--- src/rtl/imem_loader_pkg.sv ---
// Shared types and parameter defaults for the instruction-memory loader.
// The state encoding is common to the loader, its interface and the bench.
package loader_pkg;

   localparam int D_DEF    = 10;
   localparam int TO_W_DEF = 16;

   typedef enum logic [2:0] {
      LEN_LO = 3'd0,
      LEN_HI = 3'd1,
      INS_LO = 3'd2,
      INS_HI = 3'd3,
      RUN    = 3'd4,
      DONE   = 3'd5,
      ERR    = 3'd6
   } state_t;

endpackage

--- src/rtl/imem_loader_if.sv ---
// Host byte stream, instruction-memory write port and core control/status.
// master = host/core side, slave = loader.
interface imem_loader_if import loader_pkg::*; #(
   parameter int D    = D_DEF,
   parameter int TO_W = TO_W_DEF
);
   logic            s_valid;
   logic [7:0]      s_data;
   logic            s_ready;
   logic            im_wr_en;
   logic [D-1:0]    im_addr;
   logic [8:0]      im_wdata;
   logic            core_rst;
   logic            core_done;
   logic            run_done;
   logic            timeout;
   logic            len_err;
   logic [TO_W-1:0] run_cycles;

   modport master (
      output s_valid, s_data, core_done,
      input  s_ready, im_wr_en, im_addr, im_wdata, core_rst,
             run_done, timeout, len_err, run_cycles
   );

   modport slave (
      input  s_valid, s_data, core_done,
      output s_ready, im_wr_en, im_addr, im_wdata, core_rst,
             run_done, timeout, len_err, run_cycles
   );
endinterface

--- src/rtl/imem_loader_run_timer.sv ---
// Saturating run-cycle counter: clear has priority, counts while enabled and
// stops at all-ones, which is flagged as the limit.
module run_timer import loader_pkg::*; #(
   parameter int TO_W = TO_W_DEF
) (
   input  logic            clk,
   input  logic            reset,
   input  logic            clr_i,
   input  logic            en_i,
   output logic [TO_W-1:0] cnt_o,
   output logic            at_lim_o
);
   logic [TO_W-1:0] cnt_q;
   logic [TO_W-1:0] cnt_d;
   logic            at_lim_s;

   assign at_lim_s = &cnt_q;
   assign cnt_o    = cnt_q;
   assign at_lim_o = at_lim_s;

   // next count
   always_comb begin
      cnt_d = cnt_q;
      if (clr_i) begin
         cnt_d = '0;
      end else if (en_i && !at_lim_s) begin
         cnt_d = cnt_q + {{(TO_W-1){1'b0}}, 1'b1};
      end else begin
         cnt_d = cnt_q;
      end
   end

   // count register
   always_ff @(posedge clk or negedge reset) begin
      if (!reset) begin
         cnt_q <= '0;
      end else begin
         cnt_q <= cnt_d;
      end
   end
endmodule

--- src/rtl/imem_loader.sv ---
// Receives a length-prefixed program over a byte stream, writes 9-bit words to
// instruction memory, then releases the core and times its run.
module imem_loader import loader_pkg::*; #(
   parameter int D    = D_DEF,
   parameter int TO_W = TO_W_DEF
) (
   input  logic           clk,
   input  logic           reset,
   imem_loader_if.slave   bus
);
   localparam logic [31:0] MAX_LEN = 32'd1 << D;

   state_t          state_q, state_d;
   logic [10:0]     len_q, len_d;
   logic [7:0]      lo_q, lo_d;
   logic [D-1:0]    idx_q, idx_d;
   logic            wr_en_q, wr_en_d;
   logic [D-1:0]    addr_q, addr_d;
   logic [8:0]      wdata_q, wdata_d;
   logic            core_rst_q, core_rst_d;
   logic            run_done_q, run_done_d;
   logic            timeout_q, timeout_d;
   logic            len_err_q, len_err_d;

   logic            ready_s;
   logic            accept_s;
   logic [10:0]     len_new_s;
   logic            len_bad_s;
   logic            last_s;
   logic            tmr_clr_s;
   logic            tmr_en_s;
   logic            at_lim_s;
   logic [TO_W-1:0] cnt_s;

   assign ready_s   = (state_q inside {LEN_LO, LEN_HI, INS_LO, INS_HI, DONE});
   assign accept_s  = bus.s_valid && ready_s;
   assign len_new_s = {bus.s_data[2:0], len_q[7:0]};
   assign len_bad_s = (len_new_s == 11'd0) || (32'(len_new_s) > MAX_LEN);
   assign last_s    = ((32'(idx_q) + 32'd1) == 32'(len_q));

   run_timer #(.TO_W(TO_W)) u_timer (
      .clk      (clk),
      .reset    (reset),
      .clr_i    (tmr_clr_s),
      .en_i     (tmr_en_s),
      .cnt_o    (cnt_s),
      .at_lim_o (at_lim_s)
   );

   // next-state and datapath decode
   always_comb begin
      state_d    = state_q;
      len_d      = len_q;
      lo_d       = lo_q;
      idx_d      = idx_q;
      wr_en_d    = 1'b0;
      addr_d     = addr_q;
      wdata_d    = wdata_q;
      run_done_d = run_done_q;
      timeout_d  = timeout_q;
      len_err_d  = len_err_q;
      tmr_clr_s  = 1'b0;
      tmr_en_s   = 1'b0;
      case (state_q)
         LEN_LO, DONE: begin
            if (accept_s) begin
               len_d      = {3'd0, bus.s_data};
               run_done_d = 1'b0;
               state_d    = LEN_HI;
            end else begin
               state_d = state_q;
            end
         end
         LEN_HI: begin
            if (accept_s) begin
               len_d = len_new_s;
               if (len_bad_s) begin
                  len_err_d = 1'b1;
                  state_d   = ERR;
               end else begin
                  idx_d   = '0;
                  state_d = INS_LO;
               end
            end else begin
               state_d = state_q;
            end
         end
         INS_LO: begin
            if (accept_s) begin
               lo_d    = bus.s_data;
               state_d = INS_HI;
            end else begin
               state_d = state_q;
            end
         end
         INS_HI: begin
            if (accept_s) begin
               wr_en_d = 1'b1;
               addr_d  = idx_q;
               wdata_d = {bus.s_data[0], lo_q};
               if (last_s) begin
                  tmr_clr_s = 1'b1;
                  state_d   = RUN;
               end else begin
                  idx_d   = idx_q + {{(D-1){1'b0}}, 1'b1};
                  state_d = INS_LO;
               end
            end else begin
               state_d = state_q;
            end
         end
         RUN: begin
            // core_done beats the counter limit when both land together
            if (bus.core_done) begin
               run_done_d = 1'b1;
               state_d    = DONE;
            end else if (at_lim_s) begin
               timeout_d = 1'b1;
               state_d   = ERR;
            end else begin
               tmr_en_s = 1'b1;
            end
         end
         ERR: begin
            state_d = ERR;
         end
         default: begin
            state_d = LEN_LO;
         end
      endcase
      // keep the core in reset through the last write strobe
      core_rst_d = (state_d != RUN) || wr_en_d;
   end

   // state and output registers
   always_ff @(posedge clk or negedge reset) begin
      if (!reset) begin
         state_q    <= LEN_LO;
         len_q      <= 11'd0;
         lo_q       <= 8'd0;
         idx_q      <= '0;
         wr_en_q    <= 1'b0;
         addr_q     <= '0;
         wdata_q    <= 9'd0;
         core_rst_q <= 1'b1;
         run_done_q <= 1'b0;
         timeout_q  <= 1'b0;
         len_err_q  <= 1'b0;
      end else begin
         state_q    <= state_d;
         len_q      <= len_d;
         lo_q       <= lo_d;
         idx_q      <= idx_d;
         wr_en_q    <= wr_en_d;
         addr_q     <= addr_d;
         wdata_q    <= wdata_d;
         core_rst_q <= core_rst_d;
         run_done_q <= run_done_d;
         timeout_q  <= timeout_d;
         len_err_q  <= len_err_d;
      end
   end

   assign bus.s_ready    = ready_s;
   assign bus.im_wr_en   = wr_en_q;
   assign bus.im_addr    = addr_q;
   assign bus.im_wdata   = wdata_q;
   assign bus.core_rst   = core_rst_q;
   assign bus.run_done   = run_done_q;
   assign bus.timeout    = timeout_q;
   assign bus.len_err    = len_err_q;
   assign bus.run_cycles = cnt_s;
endmodule

--- src/flat_wrapper.sv ---
// flat-port wrapper written by rule: the top's interface ports become plain ports
module imem_loader_flat import loader_pkg::*;
#(
   parameter int D    = D_DEF,
   parameter int TO_W = TO_W_DEF
)
  (clk, reset, bus_s_valid, bus_s_data, bus_core_done, bus_s_ready, bus_im_wr_en, bus_im_addr, bus_im_wdata, bus_core_rst, bus_run_done, bus_timeout, bus_len_err, bus_run_cycles);
  imem_loader_if #(.D(D), .TO_W(TO_W)) bus_i ();
  input  logic clk;
  input  logic reset;
  input wire logic [$bits(bus_i.s_valid)-1:0] bus_s_valid;
  input wire logic [$bits(bus_i.s_data)-1:0] bus_s_data;
  input wire logic [$bits(bus_i.core_done)-1:0] bus_core_done;
  output wire logic [$bits(bus_i.s_ready)-1:0] bus_s_ready;
  output wire logic [$bits(bus_i.im_wr_en)-1:0] bus_im_wr_en;
  output wire logic [$bits(bus_i.im_addr)-1:0] bus_im_addr;
  output wire logic [$bits(bus_i.im_wdata)-1:0] bus_im_wdata;
  output wire logic [$bits(bus_i.core_rst)-1:0] bus_core_rst;
  output wire logic [$bits(bus_i.run_done)-1:0] bus_run_done;
  output wire logic [$bits(bus_i.timeout)-1:0] bus_timeout;
  output wire logic [$bits(bus_i.len_err)-1:0] bus_len_err;
  output wire logic [$bits(bus_i.run_cycles)-1:0] bus_run_cycles;
  assign bus_i.s_valid = bus_s_valid;
  assign bus_i.s_data = bus_s_data;
  assign bus_i.core_done = bus_core_done;
  assign bus_s_ready = bus_i.s_ready;
  assign bus_im_wr_en = bus_i.im_wr_en;
  assign bus_im_addr = bus_i.im_addr;
  assign bus_im_wdata = bus_i.im_wdata;
  assign bus_core_rst = bus_i.core_rst;
  assign bus_run_done = bus_i.run_done;
  assign bus_timeout = bus_i.timeout;
  assign bus_len_err = bus_i.len_err;
  assign bus_run_cycles = bus_i.run_cycles;
  imem_loader #(.D(D), .TO_W(TO_W)) u_core (.clk(clk), .reset(reset), .bus(bus_i));
endmodule
--- config.mk ---
export PLATFORM = sky130hd
export DESIGN_NAME = imem_loader_flat
export DESIGN_NICKNAME = d
export VERILOG_FILES = /design/src/rtl/imem_loader_pkg.sv /design/src/rtl/imem_loader_if.sv /design/src/rtl/imem_loader_run_timer.sv /design/src/rtl/imem_loader.sv /design/src/flat_wrapper.sv
export SDC_FILE = /design/constraint.sdc
export NUM_CORES = 1
export LEC_CHECK = 0
export CAP_MARGIN = 40
export CORE_MARGIN = 2
export CORE_UTILIZATION = 45
export DETAILED_ROUTE_END_ITERATION = 10
export HOLD_SLACK_MARGIN = 0.03
export PLACE_DENSITY = 0.68
export SYNTH_ARGS = -nofsm -noshare
export SYNTH_HDL_FRONTEND = slang
export SYNTH_SLANG_ARGS = --single-unit
--- constraint.sdc ---
create_clock -name clk -period 2.6 [get_ports clk]
set_input_delay 0.78 -clock clk [delete_from_list [all_inputs] [get_ports clk]]
set_output_delay 0.78 -clock clk [all_outputs]
set_load 0.02 [all_outputs]
==> impl_metrics.ini <==
[timing]
tightest_slew_ps = 438
finalHoldViolCount = 0
skew_ps = 6.69
max_freq_mhz = 402
relSlewSlack = 0.708
drv_slew = 0
finalSetupViolations = 0
period_share = 0.956
layout_min_cycle_time_ps = 2490
setup_ws_ps = 115
rsz0062_at_grt = no

[place]
gp_congestion = 0.871
dp_slack_ps = -142
post-dp-hpwl_um = 5260
port_buffers = 52

[routing]
firstDrtPassIters = 4
wl_per_cell_um = 14.3
vias = 2864
wl_met2_um = 3710
drtIter0Drc = 139
highest_layer = met4
ant_nets = 0
routed_wirelength_um = 7780
wl_met3_um = 375
m1WireLength_um = 3550
drc = 0
drt-vias-per-instance = 5.27

[critical_path]
cp_cell_sequence = inv_1 > o21ai_0 > clkdlybuf4s50_1
critical_path_buf_inv_count = 2
crit_slowest_cell = clkdlybuf4s50_1
critical_path_depth = 3
critPathMaxStageDelay_ps = 630
setup.worst_path.start = u_core.state_q[0]
startpoint_type = register
cp.required_ps = 1820
critPathCaptureType = output port
critical-path-top-delay-family = buffers and inverters
r2r-end = u_core.idx_q[5]
path_max_fanout = 9
crit_path_end = bus_s_ready
cp.arrival_ps = 1710
r2r-start = u_core.idx_q[0]
critical_path_class = reg2out
r2r_slack_ps = 200
r2r_cells = 8

[clock_tree]
postCtsHoldBufs = 0
clock_sinks = 72
cts_max_level = 3
insertion_delay_ps = 360
cts_root_buf = clkbuf_8
clkTransAtPathRegs_ps = 80
numCtsBuffers = 9
clockBufferDepth = 2
cts_tree = built

[pwr]
p_int_mw = 2.79
power_density_mw_per_mm2 = 1010
vdd_drop_max_mv = 0.452
power.net_switching_mw = 1.75
seqPwrFrac = 0.398
static-leakage-power_nw = 1.95
clkPwrFrac = 0.201
netSwitchingFraction = 0.385
comb_power_share = 0.400
total_power_mw = 4.54

[logic_synthesis]
syn_inst = 364
ys_warn_count = 0
synth-compound-area-share = 0.101
synth_top_family_by_area = simple AND/OR/NAND/NOR gates
ys_seq_elements = 72
syn_nets = 378
synthSimpleGateAreaFrac = 0.212
muxShareOfSynthArea = 0.0634
ys_async_sr_fraction = 1.00
ys_seq_area_frac = 0.516
synth_area_mm2 = 0.00349
synth_adder_area_share = 0.00716
synth_edf_count = 0
synth_xor_area_frac = 0.0627
synth.distinct_cells = 44
synth_area_per_cell_um2 = 9.60
synthFlopType = dfrtp_1

[cells_and_area]
n_fill_cell = 676
final_core_util = 0.591
n_antenna_cell = 0
area_growth_pct = 28.7
drive_gt1_frac = 0.159
nets = 450

[floorplan]
rows = 32
die_y_um = 92.1
coreArea_mm2 = 0.00761
start_util = 0.459
die_area_mm2 = 0.00848
io_pins = 53
die_w_um = 92.1

[global_route]
grt_util_all_layers = 0.199
grt_pass1_wl_um = 13400
grt_max_degree = 73
grt_pass1_vias = 2812
antenna_found_initial = 0
grt-ovfl-total = 0

[run]
drv_cap = 0

[hold_path]
hold_path_class = in2async

[run_status]
status = finished, final reports clean
==> worst min-delay path by stage <==
stage                         from                endpoint  slack (ps)  cells after the start
floorplan           u_core.lo_q[0]  u_core.bus.im_wdata[0]         430                      2
global placement    u_core.lo_q[3]  u_core.bus.im_wdata[3]         450                      2
detailed placement  u_core.lo_q[4]  u_core.bus.im_wdata[4]         460                      2
CTS                          reset   u_core.bus.im_addr[9]         440                      2
global route                 reset         u_core.idx_q[9]         460                      2
finish                       reset         u_core.idx_q[9]         440                      2
==> repair_timing <==
action / in CTS / in global routing
gates resized for setup: 2 / 1
setup endpoints to repair: 6 / 10
endpoints found under the hold margin: 0 / 0
setup buffers: 0 / 1
pin swaps: 0 / 1
==> power by group through the flow <==
stage	clock network, mW	logic, mW	registers (mW)
2_1_floorplan	0	1.08	1.88
5_1_grt	0.986	2.01	1.87
3_5_place_dp	0	1.81	1.82
6_report	0.913	1.82	1.81
3_3_place_gp	0	1.78	1.81
4_1_cts	0.940	1.83	1.81
==> cells in the final DEF, fill, tap and decap left out, drive strengths merged, types with 2 or more instances in the layout <==
master / Yosys / routed
a31oi: 7 / 7
ha: 2 / 2
nor3: 11 / 11
o21bai: 2 / 2
clkinv: 0 / 4
clkbuf: 11 / 9
mux2: 17 / 17
and4: 3 / 3
nand2b: 2 / 2
inv: 13 / 14
or2: 2 / 2
xor2: 8 / 8
o21a: 2 / 2
mux2i: 3 / 3
nand2: 72 / 72
o211ai: 4 / 4
a22o: 5 / 5
nand4: 7 / 7
o21ai: 17 / 17
nand3: 13 / 13
a21oi: 12 / 12
xnor2: 17 / 17
buf: 7 / 28
clkdlybuf4s50: 0 / 51
o31ai: 2 / 2
nor4: 6 / 6
dfrtp: 71 / 71
nor3b: 2 / 2
nor2: 35 / 35
==> layout make-up <==
class / count / area (um2) / share of cell area
sequential: 72 / 1800 / 0.401
multi-input combinational: 261 / 1570 / 0.348
timing repair buffer: 79 / 743 / 0.165
tap: 102 / 128 / 0.0284
clock buffer: 9 / 124 / 0.0276
clock inverter: 7 / 81.3 / 0.0181
inverter: 13 / 48.8 / 0.0109
==> cell usage after synthesis (all sizes together) (4+ instances only) <==
cell / count / area (um2)
inv: 13 / 48.8
nor2: 35 / 134
nor4: 6 / 37.5
clkbuf: 11 / 41.3
xnor2: 17 / 149
mux2: 17 / 191
o211ai: 4 / 40.0
o21ai: 17 / 85.1
nand4: 7 / 65.1
a31oi: 7 / 43.8
buf: 7 / 41.3
dfrtp: 71 / 1780
a21oi: 12 / 60.1
nand2: 72 / 270
xor2: 8 / 70.1
nor3: 11 / 55.1
nand3: 13 / 65.1
a22o: 5 / 43.8
==> through the flow <==
step | hold slack, ps | cells | setup TNS [ps] | instance area (um2)
4_1_cts | 445 | 542 | 0 | 4490
2_1_floorplan | 435 | 364 | 0 | 3490
6_report | 441 | 543 | 0 | 4500
3_5_place_dp | 457 | 526 | -884 | 4270
3_3_place_gp | 448 | 526 | -563 | 4270
5_1_grt | 461 | 543 | 0 | 4500
==> logic make-up (layout without fill, tap and decap cells) <==
group	count (synthesis)	count (layout)
simple gates	159	159
flops	72	72
mux	20	20
compound gates	55	55
xor+xnor	25	25
fa+ha+maj	2	2
buf+inv	31	108
==> metal layers <==
metal  vias up  global-route usage
li1       1398                   -
met2        67               0.322
met3        11              0.0460
met5         -                   0
met4         0              0.0697
met1      1388               0.262
==> state kept, by name, summed over array words and instances, names as in the netlist, 3 cells and up <==
signal,cells
u_core.bus.im_addr,10
u_core.bus.im_wdata,9
u_core.idx_q,10
u_core.len_q,11
u_core.lo_q,8
u_core.state_q,3
u_core.u_timer.cnt_o,16
Note: power is estimated with default switching activity, not from simulation.
